### config.mk
export PLATFORM = sky130hd
export DESIGN_NAME = pito_sim_watchdog
export DESIGN_NICKNAME = d
export VERILOG_FILES = /design/src/rtl/pito_sim_watchdog.sv
export SDC_FILE = /design/constraint.sdc
export NUM_CORES = 1
export LEC_CHECK = 0
export CAP_MARGIN = 20
export CORE_MARGIN = 3
export CORE_UTILIZATION = 66
export CTS_BUF_LIST = sky130_fd_sc_hd__clkbuf_16
export DETAILED_ROUTE_END_ITERATION = 8
export PLACE_DENSITY = 0.86
export SLEW_MARGIN = 20
export SYNTH_ARGS = -nofsm -noshare
export SYNTH_HDL_FRONTEND = slang
export SYNTH_SLANG_ARGS = --single-unit
export TNS_END_PERCENT = 5
### constraint.sdc
create_clock -name clk_i -period 3.67 [get_ports clk_i]
set_input_delay 0.5505 -clock clk_i [delete_from_list [all_inputs] [get_ports clk_i]]
set_output_delay 0.5505 -clock clk_i [all_outputs]
set_load 0.005 [all_outputs]
### src/rtl/pito_sim_watchdog.sv
// ---------------------------------------------------------------------------
// pito_sim_watchdog
//
// Cycle-accurate run monitor for the pito bench. It counts cycles spent in
// RUN, accumulates per-hart completion, tracks per-hart retire inactivity and
// reports the run outcome: PASS, TIMEOUT, HANG or ABORTED.
//
// Optional feature macro: PITO_WDOG_TRACE_EN
//   When defined, every state change is printed and the extra output
//   retire_total_o (saturating sum of retire bits in RUN) is added.
//
// Ports
//   clk_i          in   1          bench clock, rising edge
//   rst_ni         in   1          asynchronous active-low reset
//   start_i        in   1          pulse: clear run state and enter RUN
//   abort_i        in   1          level: tester requests stop
//   retire_i       in   NUM_HARTS  per-hart instruction-retired strobe
//   done_i         in   NUM_HARTS  per-hart completion (made sticky here)
//   busy_o         out  1          1 while in RUN
//   finished_o     out  1          1 in any terminal state
//   status_o       out  3          0 IDLE 1 RUN 2 PASS 3 TIMEOUT 4 HANG 5 ABORTED
//   cycle_count_o  out  CNT_W      cycles spent in RUN, frozen when terminal
//   done_mask_o    out  NUM_HARTS  sticky done bits
//   hang_mask_o    out  NUM_HARTS  harts at the hang limit on HANG entry
//   retire_total_o out  CNT_W      (PITO_WDOG_TRACE_EN only) retire total
// ---------------------------------------------------------------------------
module pito_sim_watchdog #(
  parameter int NUM_HARTS    = 8,
  parameter int CNT_W        = 32,
  parameter int GLOBAL_LIMIT = 10000,
  parameter int HANG_LIMIT   = 2000
) (
  input  logic                 clk_i,
  input  logic                 rst_ni,
  input  logic                 start_i,
  input  logic                 abort_i,
  input  logic [NUM_HARTS-1:0] retire_i,
  input  logic [NUM_HARTS-1:0] done_i,
  output logic                 busy_o,
  output logic                 finished_o,
  output logic [2:0]           status_o,
  output logic [CNT_W-1:0]     cycle_count_o,
  output logic [NUM_HARTS-1:0] done_mask_o,
`ifdef PITO_WDOG_TRACE_EN
  output logic [CNT_W-1:0]     retire_total_o,
`endif
  output logic [NUM_HARTS-1:0] hang_mask_o
);

  // Elaboration-time sanity checks on the configuration.
  if ((64'(GLOBAL_LIMIT) >= (64'd1 << CNT_W)) ||
      (64'(HANG_LIMIT) >= (64'd1 << CNT_W))) begin : g_limit_err
    $fatal(1, "pito_sim_watchdog: GLOBAL_LIMIT and HANG_LIMIT must be < 2**CNT_W");
  end
  if ((NUM_HARTS < 1) || (NUM_HARTS > 32)) begin : g_harts_err
    $fatal(1, "pito_sim_watchdog: NUM_HARTS must be in 1..32");
  end
  if ((GLOBAL_LIMIT < 1) || (HANG_LIMIT < 1)) begin : g_min_err
    $fatal(1, "pito_sim_watchdog: limits must be at least 1");
  end

  typedef enum logic [2:0] {
    ST_IDLE    = 3'd0,
    ST_RUN     = 3'd1,
    ST_PASS    = 3'd2,
    ST_TIMEOUT = 3'd3,
    ST_HANG    = 3'd4,
    ST_ABORTED = 3'd5
  } state_e;

  localparam logic [CNT_W-1:0] GLOBAL_LAST = CNT_W'(GLOBAL_LIMIT - 1);
  localparam logic [CNT_W-1:0] HANG_LIM    = CNT_W'(HANG_LIMIT);

  state_e                 state_q;
  logic                   busy_q;
  logic                   finished_q;
  logic [CNT_W-1:0]       cycle_count_q;
  logic [CNT_W-1:0]       cycle_count_d;
  logic [NUM_HARTS-1:0]   done_mask_q;
  logic [NUM_HARTS-1:0]   hang_mask_q;
  logic [NUM_HARTS-1:0]   hang_hit;
  logic [CNT_W-1:0]       hang_cnt_q [NUM_HARTS];

  // The run always leaves RUN at GLOBAL_LIMIT, so this increment cannot wrap.
  assign cycle_count_d = cycle_count_q + CNT_W'(1);

  // Per-hart inactivity counters. A finished hart can never hang, so its
  // sticky done bit holds the counter at zero just like a retire does.
  for (genvar gi = 0; gi < NUM_HARTS; gi++) begin : g_hang
    always_ff @(posedge clk_i or negedge rst_ni) begin
      if (!rst_ni) begin
        hang_cnt_q[gi] <= '0;
      end else if (start_i) begin
        hang_cnt_q[gi] <= '0;
      end else if (state_q == ST_RUN) begin
        if (retire_i[gi] || done_mask_q[gi]) begin
          hang_cnt_q[gi] <= '0;
        end else if (hang_cnt_q[gi] != HANG_LIM) begin
          hang_cnt_q[gi] <= hang_cnt_q[gi] + CNT_W'(1);
        end
      end
    end
    assign hang_hit[gi] = (hang_cnt_q[gi] == HANG_LIM);
  end

`ifdef PITO_WDOG_TRACE_EN
  logic [CNT_W-1:0] retire_total_q;
  logic [CNT_W-1:0] retire_total_d;
  logic [CNT_W:0]   retire_sum;
  logic [CNT_W-1:0] retire_pop;

  always_comb begin
    retire_pop = '0;
    for (int k = 0; k < NUM_HARTS; k++) begin
      retire_pop = retire_pop + CNT_W'(retire_i[k]);
    end
    retire_sum = {1'b0, retire_total_q} + {1'b0, retire_pop};
    // Saturate instead of wrapping on carry out.
    retire_total_d = retire_sum[CNT_W] ? '1 : retire_sum[CNT_W-1:0];
  end

  always_ff @(posedge clk_i or negedge rst_ni) begin
    if (!rst_ni) begin
      retire_total_q <= '0;
    end else if (start_i) begin
      retire_total_q <= '0;
    end else if (state_q == ST_RUN) begin
      retire_total_q <= retire_total_d;
    end
  end

  assign retire_total_o = retire_total_q;

  // Trace of state changes; reported one edge after the change so the
  // printed counters are those of the new state.
  state_e trace_prev_q;
  always_ff @(posedge clk_i or negedge rst_ni) begin
    if (!rst_ni) begin
      trace_prev_q <= ST_IDLE;
    end else begin
      trace_prev_q <= state_q;
      if (trace_prev_q != state_q) begin
        $display("[WDOG] %t %s->%s cyc=%0d done=%b hang=%b", $time,
                 trace_prev_q.name(), state_q.name(), cycle_count_q,
                 done_mask_q, hang_mask_q);
      end
    end
  end
`endif

  // Main FSM with registered outputs. start_i restarts from any state,
  // including RUN. Exit checks use registered values only, so status moves
  // one edge after the condition is visible.
  always_ff @(posedge clk_i or negedge rst_ni) begin
    if (!rst_ni) begin
      state_q       <= ST_IDLE;
      busy_q        <= 1'b0;
      finished_q    <= 1'b0;
      cycle_count_q <= '0;
      done_mask_q   <= '0;
      hang_mask_q   <= '0;
    end else if (start_i) begin
      state_q       <= ST_RUN;
      busy_q        <= 1'b1;
      finished_q    <= 1'b0;
      cycle_count_q <= '0;
      done_mask_q   <= '0;
      hang_mask_q   <= '0;
    end else if (state_q == ST_RUN) begin
      cycle_count_q <= cycle_count_d;
      done_mask_q   <= done_mask_q | done_i;
      if (&done_mask_q) begin
        state_q    <= ST_PASS;
        busy_q     <= 1'b0;
        finished_q <= 1'b1;
      end else if (abort_i) begin
        state_q    <= ST_ABORTED;
        busy_q     <= 1'b0;
        finished_q <= 1'b1;
      end else if (cycle_count_q == GLOBAL_LAST) begin
        state_q    <= ST_TIMEOUT;
        busy_q     <= 1'b0;
        finished_q <= 1'b1;
      end else if (|hang_hit) begin
        state_q     <= ST_HANG;
        busy_q      <= 1'b0;
        finished_q  <= 1'b1;
        hang_mask_q <= hang_hit;
      end
    end
  end

  assign busy_o        = busy_q;
  assign finished_o    = finished_q;
  assign status_o      = state_q;
  assign cycle_count_o = cycle_count_q;
  assign done_mask_o   = done_mask_q;
  assign hang_mask_o   = hang_mask_q;

endmodule

==> results of run 1 <==
-- cell usage after synthesis, drive strengths merged (3+ instances only) --
| cell type | number | area (um2) |
|---|---|---|
| and4 | 24 | 210 |
| xor2 | 58 | 508 |
| nor3b | 10 | 80.1 |
| buf | 12 | 56.3 |
| o211ai | 4 | 30.0 |
| or4b | 3 | 30.0 |
| nand4b | 4 | 35.0 |
| or3b | 3 | 31.3 |
| nand2 | 177 | 664 |
| or4 | 10 | 75.1 |
| nand2b | 5 | 31.3 |
| nand3 | 102 | 515 |
| o31ai | 22 | 165 |
| and4b | 3 | 30.0 |
| nor2b | 8 | 50.1 |
| inv | 54 | 203 |
| o21a | 4 | 30.0 |
| a31oi | 9 | 56.3 |
| and2 | 11 | 68.8 |
| nor4bb | 4 | 40.0 |
| nor2 | 263 | 987 |
| a21oi | 71 | 355 |
| o21ai | 116 | 581 |
| nand4 | 85 | 532 |
| clkbuf | 62 | 234 |
| a21o | 4 | 30.0 |
| and3 | 33 | 206 |
| or3 | 54 | 338 |
| ha | 17 | 213 |
| dfrtp | 309 | 7730 |
| nor4b | 34 | 304 |
| a32o | 4 | 40.0 |
| or2 | 6 | 37.5 |
| nand3b | 3 | 22.5 |
| xnor2 | 115 | 1010 |
| nor4 | 92 | 597 |
| mux2i | 6 | 60.1 |
| o41ai | 11 | 96.3 |
| mux2 | 5 | 56.3 |
| nor3 | 76 | 385 |
-- worst register-to-register path, stage by stage, from the launching register on --
cell and delay (ps):
dfrtp_1 490, inv_1 90, ha_1 220, nor3b_1 140, nand4_1 130, nor2_1 140
nor4_1 760, nand2_1 390, o221a_2 350
-- cell type report --
| cell class | instances | area, um2 | area share, % |
|---|---|---|---|
| Antenna cell | 1 | 2.50 | 0.0130 |
| Clock buffer | 37 | 926 | 4.82 |
| Clock inverter | 23 | 235 | 1.22 |
| Inverter | 55 | 206 | 1.07 |
| Multi-Input combinational cell | 1476 | 8720 | 45.4 |
| Sequential cell | 309 | 7730 | 40.2 |
| Tap cell | 324 | 405 | 2.11 |
| Timing Repair Buffer | 102 | 996 | 5.18 |
-- sequential cells by signal (all words and copies together), names as in the netlist --
name	count
cycle_count_o	32
done_mask_o	8
status_o	3
busy_o	1
hang_cnt_q	256
finished_o	1
hang_mask_o	8
-- how the worst max path moves through the flow --
stage	from	to	slack, ps	depth (start not counted)
finish	hang_cnt_q[64]	finished_o	850	8
CTS	hang_cnt_q[64]	finished_o	940	8
floorplan	status_o[1]	hang_cnt_q[223]	1250	6
detailed placement	start_i	hang_cnt_q[63]	680	8
global placement	start_i	hang_cnt_q[124]	700	8
global route	hang_cnt_q[64]	finished_o	670	8
-- through the flow --
step	cell area, um2	total power (uW)
floorplan	16900	3740
global placement	18100	3950
detailed placement	18100	3970
CTS	19200	7500
global route	19200	7680
finish	19200	7460
-- routing by layer --
| layer | track usage, % | share of wire [%] | up-vias |
|---|---|---|---|
| met4 | 10.8 | 2.8 | 0 |
| met3 | 4.74 | 7.2 | 114 |
| li1 | - | - | 7037 |
| met2 | 49.3 | 48 | 671 |
| met1 | 42.2 | 42 | 7371 |
| met5 | 0 | 0 | - |
-- cells by family (layout without fill, tap and decap cells) --
kind of cell / count (synthesis) / after routing
adder cells (fa/ha/maj): 17 / 17
AND/OR/NAND/NOR: 1012 / 1012
XOR/XNOR: 173 / 173
AO/OA/AOI/OAI: 263 / 263
flip-flops: 309 / 309
multiplexers: 11 / 11
other: 0 / 1
buffers and inverters: 129 / 217
-- power groups by stage --
stage	Clock, uW	Combinational [uW]	Sequential, uW
CTS	3580	438	3470
finish	3550	436	3480
global placement	0	419	3530
detailed placement	0	433	3540
floorplan	0	218	3520
global route	3720	482	3480
==> out/qor.csv, run 1 <==
metric,value,unit
status,"finished, final reports clean",
grt-ovfl-total,0,
slew_violations,0,
stdcell_count,2327,
drc,0,
combPwrFrac,5.8,%
syn_area_per_cell,8.84,um2
die_x,166,um
via_count,15200,
seq_area_frac_synth,45.7,%
synth_top_family_by_area,simple AND/OR/NAND/NOR gates,
min_period,2820,ps
grt_pass1_vias,14700,
async_flop_share,100,%
cp_num_buf_inv,1,
cts_buffers,35,
path_max_fanout,8,
maxCapViolations,0,
final_cell_mix,"309 x dfrtp_1, 261 x nor2_1, 176 x nand2_1",
ys_ff_latch,309,
cp_slowest_cell,nor4_1,
hold_slack,83.1,ps
antenna_found_initial,0,
synthMuxAreaShare,0.687,%
ctsHtreeMaxLevel,2,
drt_wl_total,42.4,mm
wire_per_inst,18.2,um
drt_iter0_markers,1677,
cts_hold_buf,0,
leakagePower,0.00751,uW
synth-xor-area-share,8.95,%
synth_compound_area_share,9.24,%
worstHoldPathType,primary input to asynchronous set/reset pin,
final.period_utilization,76.9,%
grt_max_degree,120,
syn_area,16900,um2
drive_above_1_share,5.64,%
io_pins,73,
slew_headroom,30.7,%
cts_root_buf,clkbuf_16,
hold_viol_final,0,
fin_worst_skew,11.5,ps
arrival,3220,ps
slowest_delay,760,ps
pre_cts_ws,684,ps
clk_latency,520,ps
endpoint_kind,register,
cts_resized,0,
place.gp.congestion,0.938,
start_util,68.4,%
syn_nets,1951,
drtPass1Iterations,6,
rrSetupSlack,850,ps
worst-setup-path-type,register to register,
synth-edff-count,0,
io_buffers,72,
p_per_area,388,nW/um2
mostFrequentLayoutCell,dfrtp_1,
p_int,5730,uW
clkSlewWorstSetupHoldPaths,60,ps
grt_pass1_wl,72.1,mm
fmaxAchievable,354,MHz
seq_power_share,46.6,%
cts_setup_buffers,0,
synth_cells,1914,
rsz0062_at_grt,no,
irDropWorstVdd,0.000414,V
design.die.area,27600,um2
area_growth,13.6,%
crit_chain,inv_1 -> ha_1 -> nor3b_1 -> nand4_1 -> nor2_1 -> nor4_1 -> nand2_1 -> o221a_2,
synth_cell_types,66,
critPathLaunchType,register,
required,4070,ps
nNetsFinal,2016,
dp_cells,2266,
synth-adder-area-share,1.26,%
ant_nets,0,
r2r_cells,8,
hpwlAfterDp,28.9,mm
switching_share,23.1,%
switching_power,1730,uW
fin_setup_tns,0,ps
globalRouteTotalUtil,30.4,%
worst_slack,849,ps
ys.flop_type,dfrtp_1,
die_h,166,um
r2r-end,finished_o,
critPathTopFamily,simple AND/OR/NAND/NOR gates,
via_per_inst,6.53,
cts_tree,yes,
worstMarginPinSlew,1040,ps
post-route-util,77.7,%
rows,57,
setup_viol,0,
worstReg2RegStart,hang_cnt_q[64],
cts.sinks,309,
synth_warnings,0,
core,24700,um2
synth-simple-area-share,31.3,%
clockBufferDepth,3,
fillers,1665,
clkPwrFrac,47.6,%
Note: power is estimated with default switching activity, not from simulation.
==> run 2: changes to the inputs <==
--- a/config.mk
+++ b/config.mk
@@ -7,10 +7,10 @@
 export LEC_CHECK = 0
 export CAP_MARGIN = 20
 export CORE_MARGIN = 3
-export CORE_UTILIZATION = 66
+export CORE_UTILIZATION = 56
 export CTS_BUF_LIST = sky130_fd_sc_hd__clkbuf_16
 export DETAILED_ROUTE_END_ITERATION = 8
-export PLACE_DENSITY = 0.86
+export PLACE_DENSITY = 0.77
 export SLEW_MARGIN = 20
 export SYNTH_ARGS = -nofsm -noshare
 export SYNTH_HDL_FRONTEND = slang
==> constraint.sdc (replaced) <==
create_clock -name clk_i -period 2.5 [get_ports clk_i]
set_input_delay 0.375 -clock clk_i [delete_from_list [all_inputs] [get_ports clk_i]]
set_output_delay 0.375 -clock clk_i [all_outputs]
set_load 0.005 [all_outputs]
==> run 2 against run 1 <==
Net effect:
- die area rose by 17%
- global-route usage shrank 4.0 points
- critical path depth shrank 2
- worst setup slack worse by 660 ps
- clock-buffer cell count is the same
- register-to-register slack worse by 660 ps
- highest routed layer unchanged
==> out/qor.csv, run 2 (synthesis results as in run 1) <==
metric,value,unit,change
status,"finished, final reports clean",,
worstReg2RegStart,hang_cnt_q[32],,
hpwlAfterDp,30.2,mm,+4.6%
drt_iter0_markers,1443,,-14%
start_util,57.0,%,-11 points
arrival,2740,ps,-480 ps
num_antenna_cells,0,,-1
hold_depth,3,,
cts_setup_buffers,0,,unchanged
min_period,2310,ps,-511 ps
io_buffers,72,,unchanged
core,29700,um2,+20%
required,2930,ps,-1140 ps
cts_buffers,35,,unchanged
largest_register,hang_cnt_q,,
io_pins,73,,unchanged
fin_worst_skew,16.6,ps,+5.13 ps
mostFrequentLayoutCell,dfrtp_1,,
grt_pass1_wl,72.9,mm,+1.1%
grt_pass1_vias,14700,,+0.16%
wire_per_inst,17.7,um,-2.7%
place.gp.congestion,0.955,,+1.8%
design.die.area,32400,um2,+17%
grt_max_degree,79,,-34%
rrSetupSlack,190,ps,-660 ps
ctsHtreeMaxLevel,2,,unchanged
final.period_utilization,92.4,%,+16 points
leakagePower,0.00784,uW,+4.3%
drc,0,,unchanged
slew_headroom,55.1,%,+24 points
critPathLaunchType,register,,
via_per_inst,6.19,,-5.2%
worstMarginPinSlew,671,ps,-365 ps
r2r-end,hang_cnt_q[62],,
path_max_fanout,10,,+2
worst-setup-path-type,register to register,,
cts_root_buf,clkbuf_16,,
antenna_found_initial,0,,unchanged
clkSlewWorstSetupHoldPaths,60,ps,about the same
worstHoldPathType,primary input to register,,
post-route-util,66.7,%,-11 points
irDropWorstVdd,0.000459,V,+11%
hold_slack,405,ps,+322 ps
maxCapViolations,0,,unchanged
final_cell_mix,"309 x dfrtp_1, 262 x nor2_1, 176 x nand2_1",,
fin_setup_tns,0,ps,unchanged
clk_latency,510,ps,about the same
drt_wl_total,43.5,mm,+2.7%
fmaxAchievable,433,MHz,+22%
clockBufferDepth,3,,unchanged
cts_tree,yes,,
cts.sinks,309,,unchanged
die_h,180,um,+8.3%
hold_end,done_mask_o[2],,
rows,63,,+11%
hold_viol_final,0,,unchanged
drive_above_1_share,8.66,%,+3.0 points
rsz0062_at_grt,no,,
area_growth,17.2,%,
die_x,180,um,+8.3%
drtPass1Iterations,6,,unchanged
grt-ovfl-total,0,,unchanged
fillers,2356,,+42%
p_per_area,544,nW/um2,+40%
nNetsFinal,2082,,+3.3%
globalRouteTotalUtil,26.4,%,-4.0 points
hold_start,start_i,,
setup_viol,0,,unchanged
via_count,15200,,+0.079%
largest_register_ffs,256,,unchanged
slew_violations,0,,unchanged
r2r_cells,6,,-2
ant_nets,0,,unchanged
design_power_total,10800,uW,+45%
endpoint_kind,register,,
==> run 2: changes by cell type in the layout (fill, tap and decap cells not counted), moves of 2 or more <==
cell	previous run	this run
buf_4	26	87
buf_12	4	8
bufinv_16	5	3
clkinv_1	6	8
nor4_1	89	87
or4b_2	2	0
or4b_4	0	2
==> run 2: final cells by class <==
| class | instances | area [um2] | area share (%) |
|---|---|---|---|
| clock buffers | 37 | 926 | 4.67 |
| clock inverters | 22 | 171 | 0.864 |
| inverters | 55 | 206 | 1.04 |
| multi-input cells | 1476 | 8760 | 44.2 |
| flip-flops and latches | 309 | 7730 | 39.0 |
| well taps | 390 | 488 | 2.46 |
| repair buffers | 168 | 1540 | 7.78 |
==> run 2: metrics by stage <==
stage          setup WS (ps)  cells  instance area [um2]
5_1_grt                 2.06   2457                19800
3_3_place_gp             129   2397                18700
3_5_place_dp            30.4   2397                18700
2_1_floorplan           76.1   1914                16900
4_1_cts                 19.0   2457                19800
6_report                 190   2457                19800
==> run 2: worst max-delay path, stage by stage (launching register included) <==
cell	delay, ps
dfrtp_1	420
ha_1	250
nand4_1	150
nor3_1	390
nand4b_1	400
or3_1	470
a21oi_1	160
==> run 2: routing by layer <==
metal	up-vias	track usage (%)	wire [um]
li1	7161	-	-
met2	506	44.1	20900
met4	0	8.94	1230
met5	-	0	0
met1	7444	36.0	18800
met3	94	3.44	2600
==> run 2: power by group <==
group,internal [uW],switching [uW]
Sequential,5040,59.1
Combinational,249,468
Clock,2960,2020
==> run 2: how the worst max path moves through the flow <==
stage | slack [ps] | endpoint | startpoint | cells past startpoint
finish | 190 | hang_cnt_q[62] | hang_cnt_q[32] | 6
CTS | 20 | hang_cnt_q[26] | status_o[1] | 5
detailed placement | 30 | hang_cnt_q[26] | status_o[1] | 5
global placement | 130 | hang_cnt_q[30] | status_o[1] | 6
floorplan | 80 | hang_cnt_q[223] | status_o[1] | 6
global route | 2 | hang_cnt_q[62] | hang_cnt_q[32] | 6
==> run 2: what timing repair did <==
action	in CTS	in global routing
endpoints found under the hold margin	68	0
gates resized for setup	0	8
endpoints found under the setup margin	0	21
hold buffers	1	0
